$ cat config.mk
export PLATFORM = sky130hd
export DESIGN_NAME = sd_dev_cmd_layer_flat
export DESIGN_NICKNAME = d
export VERILOG_FILES = /design/src/rtl/sd_dev_cmd_layer_if.sv /design/src/rtl/sd_dev_cmd_layer.sv /design/src/flat_wrapper.sv
export SDC_FILE = /design/constraint.sdc
export NUM_CORES = 1
export LEC_CHECK = 0
export CORE_MARGIN = 2
export CORE_UTILIZATION = 42
export CTS_CLUSTER_DIAMETER = 50
export DETAILED_ROUTE_END_ITERATION = 10
export DONT_BUFFER_PORTS = 1
export PLACE_DENSITY = 0.66
export SYNTH_ARGS = -nofsm -noshare
export SYNTH_HDL_FRONTEND = slang
export SYNTH_SLANG_ARGS = --single-unit
$ cat constraint.sdc
create_clock -name clk -period 2.6 [get_ports clk]
set_clock_uncertainty 0.2 [all_clocks]
set_input_delay 0.39 -clock clk [delete_from_list [all_inputs] [get_ports clk]]
set_output_delay 0.39 -clock clk [all_outputs]
set_load 0.01 [all_outputs]
$ cat src/rtl/sd_dev_cmd_layer_if.sv
// ---------------------------------------------------------------------------
// sd_dev_cmd_layer_if
// Card-logic side of the SD device command layer: decoded host commands out,
// response requests in.
//   o_cmd_stb        one-cycle pulse, o_cmd/o_cmd_arg hold a valid command
//   o_cmd, o_cmd_arg received index / argument (held until next valid command)
//   o_crc_err        one-cycle pulse, command CRC7 mismatch
//   o_frame_err      one-cycle pulse, command end bit was 0
//   i_rsp_en         pulse, load a response (honoured only while waiting)
//   i_rsp_skip       pulse, no response for this command
//   i_rsp_long_flag  sampled with i_rsp_en, 1 = 136-bit R2
//   i_rsp            short: [37:0] index+argument, long: [127:8] payload
//   o_busy           high whenever the engine is not idle
//   dbg_state        current FSM state (IDLE=0, RX=1, WAIT_RSP=2, TX=3)
// Handshake: i_rsp_en/i_rsp_skip are single-cycle requests, sampled on the
// rising edge; there is no ready -- a request that arrives outside the
// response window, or after a response is already loaded, is dropped.
// ---------------------------------------------------------------------------
interface sd_dev_cmd_layer_if;
   logic         o_cmd_stb;
   logic [5:0]   o_cmd;
   logic [31:0]  o_cmd_arg;
   logic         o_crc_err;
   logic         o_frame_err;
   logic         i_rsp_en;
   logic         i_rsp_skip;
   logic         i_rsp_long_flag;
   logic [127:0] i_rsp;
   logic         o_busy;
   logic [1:0]   dbg_state;

   // slave: the command layer; master: the card logic driving responses
   modport slave (
      output o_cmd_stb, o_cmd, o_cmd_arg, o_crc_err, o_frame_err, o_busy, dbg_state,
      input  i_rsp_en, i_rsp_skip, i_rsp_long_flag, i_rsp
   );
   modport master (
      input  o_cmd_stb, o_cmd, o_cmd_arg, o_crc_err, o_frame_err, o_busy, dbg_state,
      output i_rsp_en, i_rsp_skip, i_rsp_long_flag, i_rsp
   );
endinterface

$ cat src/rtl/sd_dev_cmd_layer.sv
// ---------------------------------------------------------------------------
// sd_dev_cmd_layer
// Card-side SD CMD line engine. Deserialises 48-bit host command tokens,
// checks transmission bit, end bit and CRC7, hands index/argument to the card
// logic, then serialises a 48-bit (R1/R3/R6/R7) or 136-bit (R2) response with
// a generated CRC7.
//   clk, rst      SD clock, synchronous active-high reset
//   i_sd_cmd      CMD line as seen by the card
//   o_sd_cmd      CMD value driven by the card (1 when released)
//   o_sd_cmd_dir  1 = card drives CMD
//   bus           card-logic interface (slave modport)
// ---------------------------------------------------------------------------
module sd_dev_cmd_layer #(
   parameter int NCR_MIN = 2,
   parameter int NCR_MAX = 64
) (
   input  logic               clk,
   input  logic               rst,
   input  logic               i_sd_cmd,
   output logic               o_sd_cmd,
   output logic               o_sd_cmd_dir,
   sd_dev_cmd_layer_if.slave  bus
);

   localparam int WW = $clog2(NCR_MAX + 1);
   localparam logic [WW-1:0] WAIT_SAT = WW'(NCR_MAX);

   typedef enum logic [1:0] {IDLE = 2'd0, RX = 2'd1, WAIT_RSP = 2'd2, TX = 2'd3} state_t;

   state_t         state_q, state_d;
   logic [7:0]     bit_cnt;
   logic [WW-1:0]  wait_cnt;
   logic [45:0]    rx_sr;      // rx_sr[j] holds token bit j+1 once bit 0 arrives
   logic [135:0]   tx_sr;
   logic [6:0]     crc;
   logic           rsp_vld, rsp_long;
   logic           cmd_stb_q, crc_err_q, frame_err_q;
   logic [5:0]     cmd_q;
   logic [31:0]    arg_q;

   function automatic logic [6:0] crc7_step(input logic [6:0] c, input logic b);
      logic fb;
      fb = c[6] ^ b;
      return {c[5:3], c[2] ^ fb, c[1:0], fb};
   endfunction

   // RX decode (valid in the cycle bit 0 is on the line)
   logic rx_last, rx_host, rx_crc_ok;
   assign rx_last   = (state_q == RX) && (bit_cnt == 8'd47);
   assign rx_host   = rx_sr[45];
   assign rx_crc_ok = (rx_sr[6:0] == crc);

   // WAIT_RSP control
   logic rsp_latch, tx_go, timeout;
   assign rsp_latch = (state_q == WAIT_RSP) && bus.i_rsp_en && !rsp_vld && !bus.i_rsp_skip;
   // tx_go is evaluated one cycle before the start bit appears, hence the +1
   assign tx_go     = rsp_vld && (int'(wait_cnt) + 1 >= NCR_MIN);
   assign timeout   = !rsp_vld && !bus.i_rsp_en && (int'(wait_cnt) >= NCR_MAX - 1);

   // TX frame layout: data bits, then 7 CRC bits, then end bit
   logic [7:0] tx_crc_lo, tx_crc_start, tx_end;
   logic       tx_bit, tx_last;
   assign tx_crc_lo    = rsp_long ? 8'd8   : 8'd0;   // R2 CRC skips the 00_111111 header
   assign tx_crc_start = rsp_long ? 8'd128 : 8'd40;
   assign tx_end       = rsp_long ? 8'd135 : 8'd47;
   assign tx_last      = (state_q == TX) && (bit_cnt == tx_end);
   assign tx_bit       = (bit_cnt < tx_crc_start) ? tx_sr[135] :
                         (bit_cnt < tx_end)       ? crc[6]     : 1'b1;

   always_ff @(posedge clk) begin
      if (rst) state_q <= IDLE;
      else     state_q <= state_d;
   end

   always_comb begin
      state_d = state_q;
      case (state_q)
         IDLE:     if (!i_sd_cmd) state_d = RX;
         RX:       if (rx_last) state_d = (rx_host && i_sd_cmd && rx_crc_ok) ? WAIT_RSP : IDLE;
         WAIT_RSP: begin
            if (bus.i_rsp_skip)   state_d = IDLE;
            else if (tx_go)       state_d = TX;
            else if (timeout)     state_d = IDLE;
         end
         TX:       if (tx_last) state_d = IDLE;
         default:  state_d = IDLE;
      endcase
   end

   always_ff @(posedge clk) begin
      if (rst) begin
         bit_cnt     <= '0;
         wait_cnt    <= '0;
         rx_sr       <= '0;
         tx_sr       <= '0;
         crc         <= '0;
         rsp_vld     <= 1'b0;
         rsp_long    <= 1'b0;
         cmd_stb_q   <= 1'b0;
         crc_err_q   <= 1'b0;
         frame_err_q <= 1'b0;
         cmd_q       <= '0;
         arg_q       <= '0;
      end else begin
         cmd_stb_q   <= 1'b0;
         crc_err_q   <= 1'b0;
         frame_err_q <= 1'b0;
         case (state_q)
            IDLE: begin
               if (!i_sd_cmd) begin
                  // start bit (0) through a cleared CRC leaves it at 0
                  bit_cnt <= 8'd1;
                  crc     <= '0;
                  rx_sr   <= '0;
               end
            end
            RX: begin
               rx_sr   <= {rx_sr[44:0], i_sd_cmd};
               bit_cnt <= bit_cnt + 8'd1;
               if (bit_cnt < 8'd40) crc <= crc7_step(crc, i_sd_cmd);
               if (rx_last && rx_host) begin
                  // end bit checked before CRC so a doubly bad token reports framing only
                  if (!i_sd_cmd)       frame_err_q <= 1'b1;
                  else if (!rx_crc_ok) crc_err_q   <= 1'b1;
                  else begin
                     cmd_stb_q <= 1'b1;
                     cmd_q     <= rx_sr[44:39];
                     arg_q     <= rx_sr[38:7];
                     wait_cnt  <= '0;
                     rsp_vld   <= 1'b0;
                  end
               end
            end
            WAIT_RSP: begin
               if (wait_cnt != WAIT_SAT) wait_cnt <= wait_cnt + 1'b1;
               if (rsp_latch) begin
                  rsp_vld  <= 1'b1;
                  rsp_long <= bus.i_rsp_long_flag;
                  if (bus.i_rsp_long_flag) tx_sr <= {2'b00, 6'b111111, bus.i_rsp[127:8], 8'h00};
                  else                     tx_sr <= {2'b00, bus.i_rsp[37:0], 96'h0};
               end
               if (state_d == TX) begin
                  bit_cnt <= '0;
                  crc     <= '0;
               end
            end
            TX: begin
               bit_cnt <= bit_cnt + 8'd1;
               if (bit_cnt < tx_crc_start) begin
                  tx_sr <= {tx_sr[134:0], 1'b0};
                  if (bit_cnt >= tx_crc_lo) crc <= crc7_step(crc, tx_sr[135]);
               end else begin
                  crc <= {crc[5:0], 1'b0};
               end
            end
            default: ;
         endcase
      end
   end

   assign o_sd_cmd        = (state_q == TX) ? tx_bit : 1'b1;
   assign o_sd_cmd_dir    = (state_q == TX);
   assign bus.o_cmd_stb   = cmd_stb_q;
   assign bus.o_crc_err   = crc_err_q;
   assign bus.o_frame_err = frame_err_q;
   assign bus.o_cmd       = cmd_q;
   assign bus.o_cmd_arg   = arg_q;
   assign bus.o_busy      = (state_q != IDLE);
   assign bus.dbg_state   = state_q;

endmodule

$ cat src/flat_wrapper.sv
// flat-port wrapper written by rule: the top's interface ports become plain ports
module sd_dev_cmd_layer_flat 
#(
   parameter int NCR_MIN = 2,
   parameter int NCR_MAX = 64
)
  (clk, rst, i_sd_cmd, o_sd_cmd, o_sd_cmd_dir, bus_o_cmd_stb, bus_o_cmd, bus_o_cmd_arg, bus_o_crc_err, bus_o_frame_err, bus_o_busy, bus_dbg_state, bus_i_rsp_en, bus_i_rsp_skip, bus_i_rsp_long_flag, bus_i_rsp);
  sd_dev_cmd_layer_if bus_i ();
  input  logic clk;
  input  logic rst;
  input  logic i_sd_cmd;
  output logic o_sd_cmd;
  output logic o_sd_cmd_dir;
  output wire logic [$bits(bus_i.o_cmd_stb)-1:0] bus_o_cmd_stb;
  output wire logic [$bits(bus_i.o_cmd)-1:0] bus_o_cmd;
  output wire logic [$bits(bus_i.o_cmd_arg)-1:0] bus_o_cmd_arg;
  output wire logic [$bits(bus_i.o_crc_err)-1:0] bus_o_crc_err;
  output wire logic [$bits(bus_i.o_frame_err)-1:0] bus_o_frame_err;
  output wire logic [$bits(bus_i.o_busy)-1:0] bus_o_busy;
  output wire logic [$bits(bus_i.dbg_state)-1:0] bus_dbg_state;
  input wire logic [$bits(bus_i.i_rsp_en)-1:0] bus_i_rsp_en;
  input wire logic [$bits(bus_i.i_rsp_skip)-1:0] bus_i_rsp_skip;
  input wire logic [$bits(bus_i.i_rsp_long_flag)-1:0] bus_i_rsp_long_flag;
  input wire logic [$bits(bus_i.i_rsp)-1:0] bus_i_rsp;
  assign bus_o_cmd_stb = bus_i.o_cmd_stb;
  assign bus_o_cmd = bus_i.o_cmd;
  assign bus_o_cmd_arg = bus_i.o_cmd_arg;
  assign bus_o_crc_err = bus_i.o_crc_err;
  assign bus_o_frame_err = bus_i.o_frame_err;
  assign bus_o_busy = bus_i.o_busy;
  assign bus_dbg_state = bus_i.dbg_state;
  assign bus_i.i_rsp_en = bus_i_rsp_en;
  assign bus_i.i_rsp_skip = bus_i_rsp_skip;
  assign bus_i.i_rsp_long_flag = bus_i_rsp_long_flag;
  assign bus_i.i_rsp = bus_i_rsp;
  sd_dev_cmd_layer #(.NCR_MIN(NCR_MIN), .NCR_MAX(NCR_MAX)) u_core (.clk(clk), .rst(rst), .i_sd_cmd(i_sd_cmd), .o_sd_cmd(o_sd_cmd), .o_sd_cmd_dir(o_sd_cmd_dir), .bus(bus_i));
endmodule
==> impl_metrics.yaml <==
floorplanning:
  core_um2: 24900
  start_util_pct: 42.4
  fp.dieW_um: 163
  pin_count: 180
  rows: 58
  die_h_um: 163
  die-area_um2: 26400
run_status:
  violations: "hold timing, setup timing"
  status: "complete, but fails checks"
sta:
  finalHoldViolCount: 184
  setup_ws_ns: -0.215
  period_share_pct: 108
  rsz0062_at_grt: "true"
  whs_ns: -0.234
  report.final.slew_viol_count: 0
  setup_viol: 122
  fin_crit_ns: 2.81
  max_freq_mhz: 355
  max-slew-margin-rel_pct: 28.5
  tightest_slew_ns: 1.07
synthesis:
  syn_area_um2: 10600
  synthTopCellsByArea: "dfxtp_1, nand2_1, a311oi_1, nor2_1, nand3_1"
  synth_top_area_share_pct: 45.7
  synth_common_cells: "nand2_1, dfxtp_1, nor2_1"
  syn_area_per_cell_um2: 8.10
  synthCells: 1303
  yosysSeqAreaShare_pct: 45.7
  synth_seq_cells: 241
  synth_top_area_cell: "dfxtp_1"
  yosysWarnings: 0
  yosysMostFrequentCell: "nand2_1"
  synth-edff-count: 0
  syn_nets: 1446
  ys.flop_type: "dfxtp_1"
  ys_types: 51
  async_reset_ff_share_pct: 0
place:
  io_buffers: 0
  place_area_um2: 10800
  dp_hpwl_mm: 15.0
  routabilityCongestion: 0.869
  dp.cells: 1541
run:
  cap_violations: 0
detailed_routing:
  firstDrtPassIters: 5
  routed_wirelength_mm: 26.8
  top_layer: "met4"
  dr_wl_met3_mm: 1.73
  drt-initial-drc-count: 1036
  num_vias: 9432
  met1_length_mm: 12.3
  ant_nets: 0
  routedWlPerCell_um: 16.2
  routed_via_density: 5.70
  wl_met2_mm: 12.3
  drc: 0
layout:
  final_util_pct: 50.6
  layout.nets: 1447
  antenna_cells: 0
  fin_cells: 1655
  drive_above_1_share_pct: 9.66
  postLayoutCellArea_um2: 12600
  synthToLayoutAreaGrowth_pct: 19.4
worst_setup_path:
  arrival_ns: 2.22
  reg2reg_to: "u_core.tx_sr[122]$_SDFFE_PP0P_"
  cp_max_fo: 3
  crit_path_end_kind: "primary output"
  cp.required_ns: 2.01
  reg2reg_from: "u_core.rsp_long$_SDFFE_PP0P_"
  ff2ff_setup_slack_ns: -0.17
  rr_worst_depth: 11
  endpoint: "o_sd_cmd"
  start_kind: "flip-flop"
  crit_start: "u_core.rsp_long$_SDFFE_PP0P_"
  worstSetupPathType: "flip-flop to primary output"
global_routing:
  antenna_found_initial: 0
  grt_first_pass_wirelength_mm: 43.1
  grt_overflow_total: 0
  grt_pass1_vias: 8601
  grt_util_all_layers_pct: 19.3
  grt_start_max_net_pins: 242
cts:
  cts-root-buf: "clkbuf_16"
  htreeDepth: 1
  clk_pin_slew_worst_paths_ns: 0.06
  cts_tree: "built"
  clock-sinks: 241
  cts_buffers: 29
  clk_latency_ns: 0.53
  ctsLongestPathBuffers: 3
worst_hold_path:
  holdCritPathClass: "primary input to flip-flop"
power_and_ir_drop:
  cellLeakagePower_nw: 4.44
  power.density_nw_per_um2: 630
  ir_drop_mv: 0.572
placed cells by master, fill, tap and decap left out, types with 3 or more instances in the layout:
master         count
a21oi_2            6
a311oi_1          89
nor2_2             4
clkinv_2           6
a41oi_1            4
ha_1               6
a21oi_1           85
bufbuf_16          3
nor2_1           157
nor3_1            15
inv_1             10
nand3_1          103
buf_12             5
a22oi_1           48
dlygate4sd3_1     52
dfxtp_1          239
clkinv_4           3
xnor2_1            5
clkbuf_16         29
o21ai_0            9
or3_1              3
a311oi_2           4
buf_16             3
a31oi_1            5
clkbuf_8           3
xor2_1             4
a211o_1            3
clkbuf_1           5
nand4_1            6
mux2i_1           34
and3_1             6
buf_6              6
nand2_1          248
bufinv_16          3
and4_1             3
o211ai_1          32
buf_4             26
how the worst min path moves through the flow:
stage | from | end | slack, ns | cells after the start
finish | rst | u_core.wait_cnt[0]$_SDFFE_PP0P_ | -0.23 | 1
CTS | rst | u_core.bus.o_cmd_arg[13]$_SDFFE_PP0P_ | -0.28 | 1
global route | rst | u_core.wait_cnt[2]$_SDFFE_PP0P_ | -0.25 | 1
detailed placement | u_core.tx_sr[126]$_SDFFE_PP0P_ | u_core.tx_sr[126]$_SDFFE_PP0P_ | 0.24 | 2
global placement | u_core.tx_sr[99]$_SDFFE_PP0P_ | u_core.tx_sr[99]$_SDFFE_PP0P_ | 0.24 | 2
floorplan | u_core.tx_sr[100]$_SDFFE_PP0P_ | u_core.tx_sr[100]$_SDFFE_PP0P_ | 0.23 | 2
kinds of logic after synthesis:
group | synth area share [%]
adder cells (fa/ha/maj) | 1.07
AO/OA/AOI/OAI | 20.7
flip-flops | 45.7
AND/OR/NAND/NOR | 22.7
buffers and inverters | 5.88
XOR/XNOR | 0.747
multiplexers | 3.23
worst max-delay path, cell delays in order, from the launching register on:
cell	delay [ns]
dfxtp_4	0.37
inv_4	0.04
ha_4	0.25
and4bb_2	0.25
buf_6	0.11
nand2_4	0.05
nor4_2	0.22
a31oi_1	0.07
a211o_1	0.35
routing by layer:
metal / global-route usage, % / vias to the layer above
met5: 0 / -
met4: 4.63 / 0
met3: 3.69 / 40
met2: 30.5 / 267
met1: 27.3 / 4468
li1: - / 4657
where the power goes:
part	internal [mW]	switching [mW]	total, mW
Sequential	3.70	0.00687	3.70
Clock	2.44	1.57	4.02
Combinational	0.0937	0.122	0.215
stage by stage:
step,setup WS [ns],setup TNS (ns),hold slack (ns),total power [mW]
final,-0.215,-8.25,-0.234,7.94
after detailed placement,-0.0602,-0.632,0.243,3.99
after CTS,-0.255,-1.55,-0.285,8.01
after global placement,0.0475,0,0.238,3.99
after floorplan,0.178,0,0.232,4.01
after global routing,-0.326,-20.69,-0.252,8.22
layout make-up:
| type | count | area, um^2 |
|---|---|---|
| clock buffers | 37 | 786 |
| clock inverters | 15 | 181 |
| well taps | 330 | 413 |
| flip-flops and latches | 241 | 4830 |
| repair buffers | 96 | 1080 |
| multi-input cells | 924 | 5260 |
| fillers | 2353 | 12300 |
| inverters | 12 | 48.8 |
sequential cells by signal (all words and copies together), names as in the netlist:
signal,flops
u_core.bus.o_cmd_stb,1
u_core.bus.o_cmd_arg,32
u_core.tx_sr,128
u_core.bus.o_crc_err,1
u_core.wait_cnt,7
u_core.rsp_long,1
u_core.bus.dbg_state,2
u_core.bus.o_cmd,6
u_core.rsp_vld,1
u_core.rx_sr,46
u_core.bit_cnt,8
u_core.crc,7
u_core.bus.o_frame_err,1
what timing repair did:
item / in CTS / in global routing
pin swaps: 7 / 36
gates resized for setup: 14 / 31
endpoints found under the setup margin: 74 / 152
hold buffers: 50 / 2
buffers inserted: 3 / 3
hold endpoints to repair: 241 / 192
cloned: 4 / 0
(Power assumes the default switching activity.)
